$ cat src/rtl/alu_result_sel.sv
// ALU result selector with a 2-entry skid buffer on the output handshake.
// Optional zero/negative flag storage is enabled by defining ALU_RESULT_SEL_FLAGS_EN.
module alu_result_sel #(
  parameter int WIDTH   = 8,
  parameter int NUM_OPS = 8,
  parameter int SEL_W   = 3
) (
  input  logic                     clk,
  input  logic                     rst_n,
  input  logic [NUM_OPS*WIDTH-1:0] in_data,
  input  logic [SEL_W-1:0]         sel,
  input  logic                     in_valid,
  output logic                     in_ready,
  output logic [WIDTH-1:0]         out_data,
  output logic [SEL_W-1:0]         out_sel,
  output logic                     out_err,
  output logic                     out_zero,
  output logic                     out_neg,
  output logic                     out_valid,
  input  logic                     out_ready,
  output logic [15:0]              xfer_cnt
);

  typedef enum logic [1:0] {EMPTY, ONE, TWO} state_t;

  state_t            state_reg;
  logic              in_ready_reg;
  logic              out_valid_reg;
  logic [15:0]       xfer_cnt_reg;

  logic [WIDTH-1:0]  main_data_reg, skid_data_reg;
  logic [SEL_W-1:0]  main_sel_reg, skid_sel_reg;
  logic              main_err_reg, skid_err_reg;

  logic [WIDTH-1:0]  ops [NUM_OPS];
  logic [WIDTH-1:0]  cap_data;
  logic              cap_err;
  logic              accept, deliver;
  logic              load_main, load_skid, move_skid;

  genvar gi;
  generate
    for (gi = 0; gi < NUM_OPS; gi++) begin : g_ops
      assign ops[gi] = in_data[gi*WIDTH +: WIDTH];
    end
  endgenerate

  // Out-of-range select codes fall through the loop and capture zero with err set.
  always_comb begin
    cap_data = '0;
    cap_err  = 1'b1;
    for (int k = 0; k < NUM_OPS; k++) begin
      if (sel == SEL_W'(k)) begin
        cap_data = ops[k];
        cap_err  = 1'b0;
      end
    end
  end

  assign accept    = in_valid && in_ready_reg;
  assign deliver   = out_valid_reg && out_ready;
  assign load_main = accept && ((state_reg == EMPTY) || ((state_reg == ONE) && deliver));
  assign load_skid = accept && (state_reg == ONE) && !deliver;
  assign move_skid = (state_reg == TWO) && deliver;

  always_ff @(posedge clk or negedge rst_n) begin
    if (!rst_n) begin
      state_reg     <= EMPTY;
      in_ready_reg  <= 1'b0;
      out_valid_reg <= 1'b0;
      xfer_cnt_reg  <= 16'd0;
    end else begin
      in_ready_reg <= 1'b1;
      if (accept) xfer_cnt_reg <= xfer_cnt_reg + 16'd1;
      case (state_reg)
        EMPTY: begin
          if (accept) begin
            state_reg     <= ONE;
            out_valid_reg <= 1'b1;
          end
        end
        ONE: begin
          if (accept && !deliver) begin
            state_reg    <= TWO;
            in_ready_reg <= 1'b0;
          end else if (deliver && !accept) begin
            state_reg     <= EMPTY;
            out_valid_reg <= 1'b0;
          end
        end
        TWO: begin
          if (deliver) state_reg <= ONE;
          else         in_ready_reg <= 1'b0;
        end
        default: begin
          state_reg     <= EMPTY;
          out_valid_reg <= 1'b0;
        end
      endcase
    end
  end

  always_ff @(posedge clk or negedge rst_n) begin
    if (!rst_n) begin
      main_data_reg <= '0;
      main_sel_reg  <= '0;
      main_err_reg  <= 1'b0;
      skid_data_reg <= '0;
      skid_sel_reg  <= '0;
      skid_err_reg  <= 1'b0;
    end else begin
      if (load_main) begin
        main_data_reg <= cap_data;
        main_sel_reg  <= sel;
        main_err_reg  <= cap_err;
      end else if (move_skid) begin
        main_data_reg <= skid_data_reg;
        main_sel_reg  <= skid_sel_reg;
        main_err_reg  <= skid_err_reg;
      end
      if (load_skid) begin
        skid_data_reg <= cap_data;
        skid_sel_reg  <= sel;
        skid_err_reg  <= cap_err;
      end
    end
  end

`ifdef ALU_RESULT_SEL_FLAGS_EN
  // Flags travel with their entry so they never depend on out_data combinationally.
  logic main_zero_reg, main_neg_reg, skid_zero_reg, skid_neg_reg;

  always_ff @(posedge clk or negedge rst_n) begin
    if (!rst_n) begin
      main_zero_reg <= 1'b0;
      main_neg_reg  <= 1'b0;
      skid_zero_reg <= 1'b0;
      skid_neg_reg  <= 1'b0;
    end else begin
      if (load_main) begin
        main_zero_reg <= (cap_data == '0);
        main_neg_reg  <= cap_data[WIDTH-1];
      end else if (move_skid) begin
        main_zero_reg <= skid_zero_reg;
        main_neg_reg  <= skid_neg_reg;
      end
      if (load_skid) begin
        skid_zero_reg <= (cap_data == '0);
        skid_neg_reg  <= cap_data[WIDTH-1];
      end
    end
  end

  assign out_zero = main_zero_reg;
  assign out_neg  = main_neg_reg;
`else
  assign out_zero = 1'b0;
  assign out_neg  = 1'b0;
`endif

  assign in_ready  = in_ready_reg;
  assign out_valid = out_valid_reg;
  assign out_data  = main_data_reg;
  assign out_sel   = main_sel_reg;
  assign out_err   = main_err_reg;
  assign xfer_cnt  = xfer_cnt_reg;

endmodule
$ cat config.mk
export PLATFORM = sky130hd
export DESIGN_NAME = alu_result_sel
export DESIGN_NICKNAME = d
export VERILOG_FILES = /design/src/rtl/alu_result_sel.sv
export SDC_FILE = /design/constraint.sdc
export NUM_CORES = 1
export LEC_CHECK = 0
export BUFFER_PORTS_ARGS = -buffer_cell sky130_fd_sc_hd__buf_2
export CORE_AREA = 2 2 64 90
export DETAILED_ROUTE_END_ITERATION = 10
export DIE_AREA = 0 0 66 92
export HOLD_SLACK_MARGIN = 0.06
export PLACE_DENSITY = 0.94
export SYNTH_ARGS = -nofsm -noshare
export SYNTH_HDL_FRONTEND = slang
export SYNTH_SLANG_ARGS = --single-unit
$ cat constraint.sdc
create_clock -name clk -period 4.1 [get_ports clk]
set_clock_uncertainty 0.2 [all_clocks]
set_input_delay 0.205 -clock clk [delete_from_list [all_inputs] [get_ports clk]]
set_output_delay 0.205 -clock clk [all_outputs]
set_load 0.01 [all_outputs]
==> flow_metrics.tcl, run 1 <==
set metrics [dict create \
    status "finished clean" \
    seq_area_mm2 0.00110 \
    async_flop_share_pct 100 \
    syn_area_mm2 0.00270 \
    clockBufferDepth 2 \
    vias 2412 \
    dpl.hpwl_um 4800 \
    layout_common_cells "buf_2, dfrtp_1, nand2_1, mux2i_1, nor2_1" \
    drive_gt1_share_pct 33.2 \
    fin_crit_sh_pct 53.2 \
    setup_viol_count_final 0 \
    hold_path.class "primary input to register" \
    crit_buf_inv 1 \
    num_antenna_cells 0 \
    worstSetupPathType "register to register" \
    min_delay_path_depth 4 \
    pwr-share-clk_pct 16.7 \
    synth_ff_type "dfrtp_1" \
    r2r_end "out_sel[1]" \
    initialDrtViolationCount 59 \
    grt_max_degree 45 \
    gp_congestion 0.785 \
    swShare_pct 36.5 \
    cp_slowest_cell "nor2_2" \
    grt_pass1_vias 2383 \
    area_delta_synth_final_pct 23.0 \
    final.setup.tns_ns 0 \
    largest_reg_flops 16 \
    dieWidth_um 66 \
    rsz0062_at_grt "false" \
    antenna_found_initial 0 \
    worstPathCellList "inv_1 -> ha_1 -> a31oi_1 -> nor2_2 -> o21ai_0" \
    path_delay_family "simple AND/OR/NAND/NOR gates" \
    path_clk_slew_ns 0.08 \
    cp.required_ns 4.03 \
    yosysWarnings 0 \
    internal-power_mw 1.05 \
    synth_edf_count 0 \
    core_mm2 0.00537 \
    drt.antenna.violating_nets 0 \
    p_comb_share_pct 40.6 \
    layout.nets 449 \
    initial_core_util_pct 50.4 \
    clock_sinks 44 \
    worstPathMaxFanout 23 \
    wl_per_cell_um 14.0 \
    final_core_util_pct 62.0 \
    fill_cells 454 \
    yosysSeqAreaShare_pct 40.7 \
    powerDensity_mw_per_mm2 498 \
    cp.arrival_ns 2.11 \
    drt-total-wl_um 6180 \
    die_y_um 92 \
    hold_buffers 9 \
    cap_violations 0 \
    io_pins 103 \
    fp-row-count 32 \
    peakVddDrop_uv 239 \
    slew_headroom_pct 37.5 \
    synth.distinct_cells 37 \
    first_pass_iters 4 \
    netlist_instances 275 \
    avgSynthCellArea_um2 9.83 \
    grt_overflow 0 \
    hold_viol 0 \
    cts.repair.resized 0 \
    synth-seq-cells 44 \
    cts_root_buffer "clkbuf_8" \
    post-cts-setup-buffers 0 \
    r2r_slack_ns 1.92 \
    final.setup.worst_slack_ns 1.92 \
    cts_tree "built" \
    dieArea_mm2 0.00607 \
    tightest_slew_ns 0.938 \
    vias_per_cell 5.46 \
    place.port_buffers 100 \
    dp_slack_ns 1.92 \
    multi_input_area_mm2 0.00145 \
    p_switching_uw 604 \
    fmax_mhz 458 \
    htree_levels 2 \
    layout_commonest_cell "buf_2" \
    total_power_mw 1.66 \
    power_frac_seq_pct 42.7 \
    grt_pass1_wl_um 10300 \
    drc_errors 0 \
    reg2reg_depth 5 \
    worstHoldStart "out_ready" \
    r2r-start "state_reg[1]" \
    cpPeakStageDelay_ns 0.63 \
    min_to "out_valid" \
    track_usage_pct 21.6 \
    clk_latency_ns 0.29 \
    cts_made_buffers 5 \
    p_leak_nw 1.64 \
    period_minus_slack_ns 2.18 \
    cp-end-kind "register" \
    cp-start-kind "register" \
    slew_violations 0 \
]
[how the worst max path moves through the flow]
| stage | startpoint | slack [ns] | endpoint | cells after the start |
|---|---|---|---|---|
| detailed placement | state_reg[1] | 1.92 | out_sel[1] | 5 |
| global route | state_reg[1] | 1.70 | out_sel[1] | 5 |
| global placement | state_reg[1] | 2.11 | out_data[3] | 6 |
| CTS | state_reg[1] | 1.91 | out_sel[1] | 5 |
| floorplan | state_reg[0] | 2.38 | out_data[0] | 7 |
| finish | state_reg[1] | 1.92 | out_sel[1] | 5 |
[layer usage]
layer / global-route usage [%] / wire length (um) / vias up
met4: 8.50 / 120 / 0
li1: - / - / 1172
met2: 39.6 / 3260 / 106
met1: 23.6 / 2390 / 1124
met3: 4.54 / 404 / 10
met5: 0 / 0 / -
[layout make-up]
| cell class | instances | area share, % |
|---|---|---|
| Clock buffer | 7 | 2.59 |
| Timing Repair Buffer | 109 | 17.8 |
| Inverter | 3 | 0.338 |
| Sequential cell | 44 | 33.1 |
| Clock inverter | 1 | 0.226 |
| Multi-Input combinational cell | 210 | 43.4 |
| Tap cell | 68 | 2.56 |
[cells by family after synthesis]
logic type               synth area share [%]
flip-flops                               40.7
adder cells (fa/ha/maj)                  2.31
multiplexers                             16.1
AO/OA/AOI/OAI                            10.6
XOR/XNOR                                 4.86
AND/OR/NAND/NOR                          19.4
buffers and inverters                    5.97
other                                   0.139
[power by group through the flow]
stage                     combinational (mW)  clock, mW  sequential (mW)
after floorplan                        0.428          0            0.733
after global placement                 0.636          0            0.703
after detailed placement               0.670          0            0.715
after CTS                              0.679      0.283            0.707
after global routing                   0.752      0.298            0.731
final                                  0.673      0.276            0.707
[per-stage QoR]
step	hold slack [ns]	instances	area, um2
finish	0.0923	442	3330
floorplan	-0.291	276	2710
global route	0.111	442	3330
detailed placement	0.211	425	3140
CTS	0.0764	442	3330
global placement	0.197	425	3140
[Yosys cell counts, drive strengths merged (2+ instances only)]
cell,count,area [um2]
nor2,28,108
and3,3,23.8
nand2,34,128
a31oi,18,113
mux2,12,154
a22o,2,18.8
a21oi,2,10.0
dfrtp,44,1100
clkbuf,3,12.5
xnor2,13,114
buf,16,138
xor2,2,17.5
o211ai,16,120
o21ai,3,15.0
ha,5,62.6
mux2i,28,280
nand3b,16,120
nand3,17,90.1
nand4,3,18.8
inv,3,11.3
[worst min-delay path, stage by stage]
cell     delay (ns)
buf_2          0.13
nand2_1        0.07
nand2_1        0.07
a21oi_1        0.07
Power figures use the tool's default switching activity.
==> run 2: changes to the inputs <==
==> config.mk (replaced) <==
export PLATFORM = sky130hd
export DESIGN_NAME = alu_result_sel
export DESIGN_NICKNAME = d
export VERILOG_FILES = /design/src/rtl/alu_result_sel.sv
export SDC_FILE = /design/constraint.sdc
export NUM_CORES = 1
export LEC_CHECK = 0
export ABC_AREA = 1
export BUFFER_PORTS_ARGS = -buffer_cell sky130_fd_sc_hd__buf_2
export CORE_AREA = 2 2 68 96
export DETAILED_ROUTE_END_ITERATION = 10
export DIE_AREA = 0 0 70 98
export HOLD_SLACK_MARGIN = 0.06
export PLACE_DENSITY = 0.85
export SYNTH_ARGS = -nofsm -noshare
export SYNTH_HDL_FRONTEND = slang
export SYNTH_SLANG_ARGS = --single-unit
==> constraint.sdc (replaced) <==
create_clock -name clk -period 1.86 [get_ports clk]
set_clock_uncertainty 0.2 [all_clocks]
set_input_delay 0.093 -clock clk [delete_from_list [all_inputs] [get_ports clk]]
set_output_delay 0.093 -clock clk [all_outputs]
set_load 0.01 [all_outputs]
==> flow_metrics.tcl, run 2 <==
set metrics [dict create \
    fp-row-count 34 \
    reg2reg_depth 8 \
    grt_max_degree 45 \
    synth_ff_type "dfrtp_1" \
    final_cells 553 \
    area_delta_synth_final_pct 38.5 \
    place.port_buffers 100 \
    clock_sinks 44 \
    grt_pass1_vias 2689 \
    setup_viol_count_final 0 \
    cp.required_ns 1.83 \
    clockBufferDepth 2 \
    cap_violations 0 \
    cts_root_buffer "clkbuf_8" \
    r2r_end "out_data[1]" \
    drc_errors 0 \
    initialDrtViolationCount 138 \
    die_y_um 98 \
    track_usage_pct 20.9 \
    p_switching_mw 1.46 \
    drive_gt1_share_pct 29.9 \
    fin_crit_sh_pct 97.4 \
    crit_buf_inv 3 \
    drt.antenna.violating_nets 0 \
    p_leak_nw 1.96 \
    synth_common_cells "nand2_1, dfrtp_1, inv_1" \
    dieWidth_um 70 \
    cp-end-kind "register" \
    p_comb_share_pct 43.2 \
    pwr-share-clk_pct 15.6 \
    synth-seq-cells 44 \
    vias 2771 \
    async_flop_share_pct 100 \
    fill_cells 527 \
    ys_top_cells_by_area "dfrtp_1, nand2_1, inv_1, nand3_1, nand4_1" \
    cts_tree "built" \
    initial_core_util_pct 42.3 \
    worstPathMaxFanout 2 \
    slew_violations 0 \
    first_pass_iters 4 \
    worstSetupPathType "primary input to register" \
    power_frac_seq_pct 41.2 \
    synth_top_area_share_pct 43.1 \
    yosysWarnings 0 \
    htree_levels 2 \
    synth.distinct_cells 29 \
    synth_top_area_cell "dfrtp_1" \
    r2r_slack_ns 0.09 \
    syn_area_mm2 0.00255 \
    io_pins 103 \
    cpPeakStageDelay_ns 0.58 \
    synth_edf_count 0 \
    swShare_pct 39.9 \
    r2r-start "state_reg[1]" \
    drt-total-wl_um 7140 \
    min_to "out_data[5]" \
    cp.arrival_ns 1.79 \
    wl_per_cell_um 12.9 \
    status "finished clean" \
    num_antenna_cells 0 \
    worstHoldStart "in_data[29]" \
    grt_pass1_wl_um 11600 \
    layout.nets 557 \
    path_clk_slew_ns 0.08 \
    netlist_instances 347 \
    gp_congestion 0.941 \
    vias_per_cell 5.01 \
    fmax_mhz 552 \
    cp-start-kind "primary input" \
    avgSynthCellArea_um2 7.36 \
    layout_commonest_cell "nand2_1" \
    cp_slowest_cell "dlygate4sd3_1" \
    dpl.hpwl_um 5200 \
    peakVddDrop_uv 578 \
    synth_most_common_cell "nand2_1" \
    path_delay_family "buffers and inverters" \
    yosysSeqAreaShare_pct 43.1 \
    worstPathCellList "dlygate4sd3_1 -> buf_2 -> or2_2 -> nand2_1 -> dlygate4sd3_1 -> a31oi_1" \
    clk_latency_ns 0.29 \
    hold_path.class "primary input to register" \
    grt_overflow 0 \
    powerDensity_mw_per_mm2 1040 \
    dieArea_mm2 0.00686 \
    dp.cells 519 \
    internal-power_mw 2.20 \
    cts_made_buffers 5 \
    hold_viol 0 \
    layout_common_cells "nand2_1, buf_2, dfrtp_1, inv_1" \
    min_delay_path_depth 7 \
    largest_reg_flops 16 \
    antenna_found_initial 0 \
    final.setup.worst_slack_ns 0.0484 \
    dp_slack_ns -0.00358 \
    period_minus_slack_ns 1.81 \
    path_common_cell "dlygate4sd3_1" \
    core_mm2 0.00604 \
]
==> run 2: changes by cell type after synthesis, sizes merged, moves of 10 or more <==
cell,delta
nand2,+96
inv,+41
mux2i,-28
a31oi,-17
nand3b,-16
nand4,+14
o211ai,-13
mux2,-12
buf,-10
==> run 2: what timing repair did <==
item | CTS | global route
resized for setup | 1 | 17
hold buffers | 23 | 0
endpoints found under the setup margin | 3 | 26
gates cloned | 0 | 1
buffers inserted | 0 | 3
hold endpoints to repair | 66 | 0
pin swaps | 0 | 2
==> run 2: worst min-delay path, delay by kind of cell <==
family	cells	cell delay, ns
buffers and inverters	1	0.07
and+or+nand+nor	6	0.38
==> run 2: power by group through the flow <==
stage               sequential (mW)  clock [mW]  combinational, mW
finish                         1.51       0.573               1.59
global route                   1.56       0.620               1.79
CTS                            1.51       0.583               1.51
detailed placement             1.53           0               1.45
global placement               1.51           0               1.38
floorplan                      1.58           0              0.827
==> run 2: cell type report <==
type | instances | area [um2] | area share, %
well taps | 72 | 90.1 | 2.55
clock buffers | 6 | 72.6 | 2.05
repair inverters | 1 | 7.51 | 0.212
flip-flops and latches | 44 | 1100 | 31.2
clock inverters | 1 | 5.00 | 0.141
inverters | 45 | 178 | 5.02
multi-input cells | 253 | 1280 | 36.2
repair buffers | 131 | 803 | 22.7
==> run 2: cell families (layout without fill, tap and decap cells) <==
logic type,Yosys count,in the layout,share of synthesized area (%)
DFF,44,44,43.1
xor gates and xnor gates,15,15,5.14
and+or+nand+nor,206,206,35.7
adders and majority gates,5,5,2.45
AOI/OAI and AO/OA,25,25,5.44
other,1,2,0.147
buffers and inverters,51,184,7.99
==> run 2: worst max path at each step <==
stage | start | endpoint | cells past startpoint
2_1_floorplan | xfer_cnt[0] | xfer_cnt[12] | 9
3_3_place_gp | xfer_cnt[0] | xfer_cnt[12] | 9
3_5_place_dp | state_reg[1] | out_data[0] | 11
4_1_cts | xfer_cnt[0] | xfer_cnt[12] | 9
5_1_grt | state_reg[1] | out_data[2] | 8
6_report | in_data[53] | skid_data_reg[5] | 6
==> run 2: layer usage <==
layer / vias to the layer above / routed length, um / global-route usage, %
met4: 0 / 345 / 12.1
met5: - / 0 / 0
met3: 31 / 467 / 3.82
met1: 1245 / 2580 / 21.3
li1: 1361 / - / -
met2: 134 / 3750 / 38.8
==> run 2: stage by stage <==
step	hold slack [ns]	TNS (ns)	util [%]	total power [mW]	instance area (um2)
6_report	0.0813	0	58.6	3.67	3540
3_5_place_dp	-0.112	-0.00358	52.4	2.98	3160
4_1_cts	0.0732	0	57.5	3.61	3470
3_3_place_gp	-0.114	0	52.4	2.90	3160
2_1_floorplan	-0.403	0	-	2.41	2560
5_1_grt	0.112	-0.0882	58.6	3.97	3540
